## src/rtl/fetch_pc_unit.sv

```systemverilog
// Program counter and next-address stage: ret/call/jump/branch redirect plus a return-address stack.
// Latency: a redirect presented in cycle N is visible on pc in cycle N+1; no bubbles or delay slots.
// Backpressure: stall freezes pc, stack, depth, error flags and FSM; only clearErr acts under stall.
// Build option: define STACK_ERR_TRAP_EN to send pc to TRAP_VECTOR on stack overflow/underflow.
module fetch_pc_unit #(
  parameter int                    ADDR_WIDTH  = 8,
  parameter int                    STACK_DEPTH = 8,
  parameter logic [ADDR_WIDTH-1:0] TRAP_VECTOR = 8'hFF
) (
  input  logic                           clk,
  input  logic                           rst_n,
  input  logic                           stall,
  input  logic                           halt,
  input  logic                           branch,
  input  logic                           branchNe,
  input  logic                           zeroFlag,
  input  logic                           jump,
  input  logic                           call,
  input  logic                           ret,
  input  logic [ADDR_WIDTH-1:0]          target,
  input  logic                           clearErr,
  output logic [ADDR_WIDTH-1:0]          pc,
  output logic                           pcValid,
  output logic [$clog2(STACK_DEPTH):0]   stackDepth,
  output logic                           stackOverflow,
  output logic                           stackUnderflow
);

  localparam int PTR_W   = $clog2(STACK_DEPTH);
  localparam int DEPTH_W = PTR_W + 1;

  localparam logic [1:0] ST_IDLE   = 2'd0;
  localparam logic [1:0] ST_RUN    = 2'd1;
  localparam logic [1:0] ST_HALTED = 2'd2;

  localparam logic [DEPTH_W-1:0] DEPTH_FULL = DEPTH_W'(STACK_DEPTH);

  logic [1:0]            state_q, state_d;
  logic [ADDR_WIDTH-1:0] pc_q, pc_d;
  logic [DEPTH_W-1:0]    depth_q, depth_d;
  logic                  ovf_q, ovf_d;
  logic                  unf_q, unf_d;
  logic [ADDR_WIDTH-1:0] stack_q [STACK_DEPTH];
  logic [ADDR_WIDTH-1:0] stack_d [STACK_DEPTH];

  logic [ADDR_WIDTH-1:0] pc_inc;
  logic [ADDR_WIDTH-1:0] err_pc;
  logic [DEPTH_W-1:0]    depth_dec;
  logic                  br_taken;

  // Wrapping increment doubles as the sequential address and the pushed return address.
  assign pc_inc    = pc_q + ADDR_WIDTH'(1);
  assign depth_dec = depth_q - DEPTH_W'(1);
  assign br_taken  = branch & (zeroFlag ^ branchNe);

`ifdef STACK_ERR_TRAP_EN
  // Stack misuse vectors to the trap handler.
  assign err_pc = TRAP_VECTOR;
`else
  // Stack misuse simply falls through to the next sequential instruction.
  assign err_pc = pc_inc;
  logic unused_trap;
  assign unused_trap = ^TRAP_VECTOR;
`endif

  // Next-state: FSM, strobe priority decode, stack push/pop and sticky error flags.
  always_comb begin
    state_d = state_q;
    pc_d    = pc_q;
    depth_d = depth_q;
    stack_d = stack_q;
    // Clear acts even under stall; a same-edge error event below re-sets the flag.
    ovf_d   = ovf_q & ~clearErr;
    unf_d   = unf_q & ~clearErr;

    case (state_q)
      ST_IDLE: begin
        state_d = ST_RUN;
      end
      ST_RUN: begin
        if (!stall) begin
          if (halt) begin
            state_d = ST_HALTED;
          end
          if (ret) begin
            if (depth_q != '0) begin
              pc_d    = stack_q[depth_dec[PTR_W-1:0]];
              depth_d = depth_dec;
            end else begin
              pc_d  = err_pc;
              unf_d = 1'b1;
            end
          end else if (call) begin
            if (depth_q != DEPTH_FULL) begin
              stack_d[depth_q[PTR_W-1:0]] = pc_inc;
              pc_d    = target;
              depth_d = depth_q + DEPTH_W'(1);
            end else begin
              pc_d  = err_pc;
              ovf_d = 1'b1;
            end
          end else if (jump || br_taken) begin
            pc_d = target;
          end else begin
            pc_d = pc_inc;
          end
        end
      end
      default: begin
        // HALTED (and any unreachable encoding) parks until reset.
        state_d = ST_HALTED;
      end
    endcase
  end

  // Control state with asynchronous reset.
  always_ff @(posedge clk or negedge rst_n) begin
    if (!rst_n) begin
      state_q <= ST_IDLE;
      pc_q    <= '0;
      depth_q <= '0;
      ovf_q   <= 1'b0;
      unf_q   <= 1'b0;
    end else begin
      state_q <= state_d;
      pc_q    <= pc_d;
      depth_q <= depth_d;
      ovf_q   <= ovf_d;
      unf_q   <= unf_d;
    end
  end

  // Stack storage needs no reset: entries above depth are never read.
  always_ff @(posedge clk) begin
    stack_q <= stack_d;
  end

  assign pc             = pc_q;
  assign pcValid        = (state_q == ST_RUN);
  assign stackDepth     = depth_q;
  assign stackOverflow  = ovf_q;
  assign stackUnderflow = unf_q;

endmodule

```

## config.mk

```make
export PLATFORM = sky130hd
export DESIGN_NAME = fetch_pc_unit
export DESIGN_NICKNAME = d
export VERILOG_FILES = /design/src/rtl/fetch_pc_unit.sv
export SDC_FILE = /design/constraint.sdc
export NUM_CORES = 1
export LEC_CHECK = 0
export CAP_MARGIN = 25
export CELL_PAD_IN_SITES_DETAIL_PLACEMENT = 0
export CELL_PAD_IN_SITES_GLOBAL_PLACEMENT = 1
export CORE_UTILIZATION = 52
export DETAILED_ROUTE_END_ITERATION = 6
export PLACE_DENSITY_LB_ADDON = 0.1
export SETUP_SLACK_MARGIN = 0.2
export SYNTH_ARGS = -nofsm -noshare
export SYNTH_HDL_FRONTEND = slang
export SYNTH_SLANG_ARGS = --single-unit
```

## constraint.sdc

```tcl
create_clock -name clk -period 4.3 [get_ports clk]
set_input_delay 1.075 -clock clk [delete_from_list [all_inputs] [get_ports clk]]
set_output_delay 1.075 -clock clk [all_outputs]
set_load 0.03 [all_outputs]
```

==> results_dict.tcl <==
set metrics [dict create \
    outcome "finished, final reports clean" \
    cts-htree-levels 3 \
    pin_count 34 \
    cts-resized-gates 0 \
    max_freq_mhz 350 \
    synth_largest_area_cell "edfxtp_1" \
    crit_start "stackDepth[2]$_DFFE_PN0P_" \
    final_area_mm2 0.00441 \
    yosysSeqAreaShare_pct 61.4 \
    crit_family "buffers and inverters" \
    p_leak_nw 1.54 \
    ys_seq_elements 80 \
    cts_setup_buffers 0 \
    clockBufferDepth 2 \
    rrSetupSlack_ns 1.68 \
    maxCapViolations 0 \
    grt-ovfl-total 0 \
    power_density_mw_per_mm2 643 \
    numCtsBuffers 9 \
    vias 2439 \
    clock_latency_ns 0.35 \
    setup_viol 0 \
    io_buffers 33 \
    syn_nets 280 \
    fin_crit_ns 2.85 \
    synth_cell_types 50 \
    synth_top_family_by_area "multiplexers" \
    crit_buf_inv 1 \
    path_cells "clkdlybuf4s50_1" \
    top_layer_used "met4" \
    hp-class "reg2reg" \
    relSlewSlack_pct 37.3 \
    tightest_slew_ns 0.937 \
    slowest_delay_ns 0.77 \
    cts_tree "yes" \
    drc 0 \
    crit_path_top_delay_cell "clkdlybuf4s50_1" \
    wl_met2_um 3770 \
    fin_util_pct 63.9 \
    maxSlewViolCount 0 \
    report.final.hold_viol_count 0 \
    place_hpwl_um 5750 \
    skew_ns 0.00866 \
    min_from "state_q[1]$_DFFE_PN0P_" \
    cp_max_fo 16 \
    dr_wl_met3_um 519 \
    route.detailed.wl_per_inst_um 20.3 \
    die_y_um 87.3 \
    hold_end "state_q[1]$_DFFE_PN0P_" \
    antenna_found_initial 0 \
    synth.avg_cell_area_um2 14.7 \
    design.core.area_mm2 0.00691 \
    layout-drive-gt1-share_pct 10.6 \
    area_growth_pct 16.6 \
    yosys.area_share.simple_pct 9.70 \
    synth_xor_area_share_pct 2.55 \
    track_usage_pct 23.7 \
    placed_area_mm2 0.00421 \
    fin_ws_ns 1.45 \
    grt_start_max_net_pins 21 \
    grt_pass1_wl_um 12900 \
    rsz0062_at_grt "false" \
    r2r_cells 6 \
    routed_wl_um 8080 \
    cts.sinks 80 \
    r2r_end "stack_q[24]$_DFFE_PP_" \
    place_congestion 0.792 \
    n_antenna_cell 0 \
    min_path_cells 1 \
    pre_cts_ws_ns 1.09 \
    cts.clk_slew.worst_paths_ns 0.09 \
    nets 319 \
    p_total_w 0.00284 \
    synth.area.mux_share_pct 12.8 \
    postSynth.asyncResetShare_pct 20.0 \
    yosysWarnings 0 \
    design.die.area_mm2 0.00762 \
    yosysTopAreaCellShare_pct 50.8 \
    synth_compound_area_share_pct 9.60 \
    cp_data_arrival_time_ns 1.78 \
    grt_pass1_vias 2414 \
    min_period_over_period_pct 66.4 \
    wl_met1_um 3610 \
    cp-start-kind "flop" \
    first_pass_iters 4 \
    start_util_pct 54.7 \
    tns_ns 0 \
    drt_iter0_drc 178 \
    yosys-top-cells-area "edfxtp_1, dfrtp_1, mux4_1" \
    worstPathRequired_ns 3.22 \
    synthAdderAreaFrac_pct 0.993 \
    fp.dieW_um 87.3 \
    row_count 30 \
    critical_path_class "reg2out" \
    ir_drop_mv 0.343 \
    reg2reg_from "stackDepth[1]$_DFFE_PN0P_" \
    ant_nets 0 \
    worst_setup_path_end_kind "primary output" \
    vias_per_cell 6.13 \
    clock-root-buffer "clkbuf_8" \
    synth_top_flop_cell "edfxtp_1" \
    cts_hold_buf 0 \
    synth-edff-count 64 \
    syn_area_mm2 0.00378 \
    syn_inst 258 \
]
-- final cells by class --
type	count	area, µm²
clock buffers	9	124
flip-flops and latches	80	2320
fillers	554	2500
multi-input cells	156	1350
well taps	96	120
repair buffers	40	383
inverters	10	37.5
clock inverters	7	77.6
-- sequential cells by signal (all words and copies together) (netlist names) --
signal          flops
pc                  8
stackOverflow       1
stackUnderflow      1
stack_q            64
state_q             2
stackDepth          4
-- stage by stage --
stage	hold slack (ns)	std cells
final	0.530	398
after detailed placement	0.521	382
after floorplan	0.486	258
after CTS	0.540	398
after global routing	0.564	398
after global placement	0.517	382
-- Yosys cell counts (2+ instances only) --
| cell | number |
|---|---|
| a211o_1 | 2 |
| xor2_1 | 7 |
| o32a_1 | 3 |
| nor3_1 | 5 |
| mux4_1 | 11 |
| buf_2 | 5 |
| clkbuf_1 | 5 |
| and3_1 | 3 |
| o21ai_0 | 7 |
| ha_1 | 3 |
| mux4_2 | 5 |
| nand2b_1 | 6 |
| nand2_1 | 11 |
| nor2_1 | 13 |
| a21o_1 | 2 |
| inv_1 | 10 |
| a31oi_1 | 7 |
| a21oi_1 | 6 |
| mux2i_1 | 7 |
| edfxtp_1 | 64 |
| o211ai_1 | 6 |
| nand3_1 | 12 |
| or3_1 | 3 |
| a32oi_1 | 3 |
| and3b_1 | 2 |
| nor2b_1 | 6 |
| o22ai_1 | 2 |
| dfrtp_1 | 16 |
| o221a_2 | 2 |
| xnor2_1 | 4 |
-- where the power goes --
part | total, W | switching (W) | internal [W]
combinational | 0.00113 | 0.000681 | 0.000450
sequential | 0.00115 | 0.000101 | 0.00105
clock | 0.000558 | 0.000284 | 0.000274
total | 0.00284 | 0.00107 | 0.00177
-- worst max path at each step --
| stage | slack (ns) | to | cells after the start |
|---|---|---|---|
| after floorplan | 1.44 | stack_q[48]$_DFFE_PP_ | 10 |
| after global placement | 1.08 | stack_q[4]$_DFFE_PP_ | 4 |
| after detailed placement | 1.09 | stack_q[0]$_DFFE_PP_ | 4 |
| after CTS | 1.42 | stackDepth[2] | 1 |
| after global routing | 1.33 | stack_q[8]$_DFFE_PP_ | 4 |
| final | 1.45 | stackDepth[2] | 1 |
-- layout by cell type (no fill, tap or decap), drive strengths merged, types with 3 or more instances in the layout --
master          n
nor3            6
nand2b          6
nor2           13
mux2i           7
a21oi           6
a31oi           7
xor2            7
dfrtp          16
nor2b           6
or3             3
clkbuf          9
edfxtp         64
nand3          12
buf             7
mux4           16
inv            13
a32oi           3
and3            3
xnor2           4
o32a            3
clkdlybuf4s50  33
ha              3
nand2          11
o211ai          6
o21ai           8
-- kinds of logic (layout without fill, tap and decap cells) --
family / count (synthesis) / after routing
and+or+nand+nor: 68 / 68
AOI/OAI and AO/OA: 50 / 50
muxes: 24 / 24
buffers and inverters: 22 / 66
xor gates and xnor gates: 11 / 11
adders and majority gates: 3 / 3
DFF: 80 / 80
-- worst register-to-register path, stage by stage, from the launching register on --
cell and delay (ns):
dfrtp_1 0.49, inv_1 0.12, ha_1 0.31, and3b_1 0.32, nor2_1 0.21, nand3_1 0.18, nor2_1 0.62
-- per-layer routing --
metal	GRT usage, %	vias up
li1	-	1108
met3	3.89	15
met1	33.9	1213
met2	36.4	103
met5	0	-
met4	10.1	0
No activity file was read; power rests on OpenSTA's default activity.
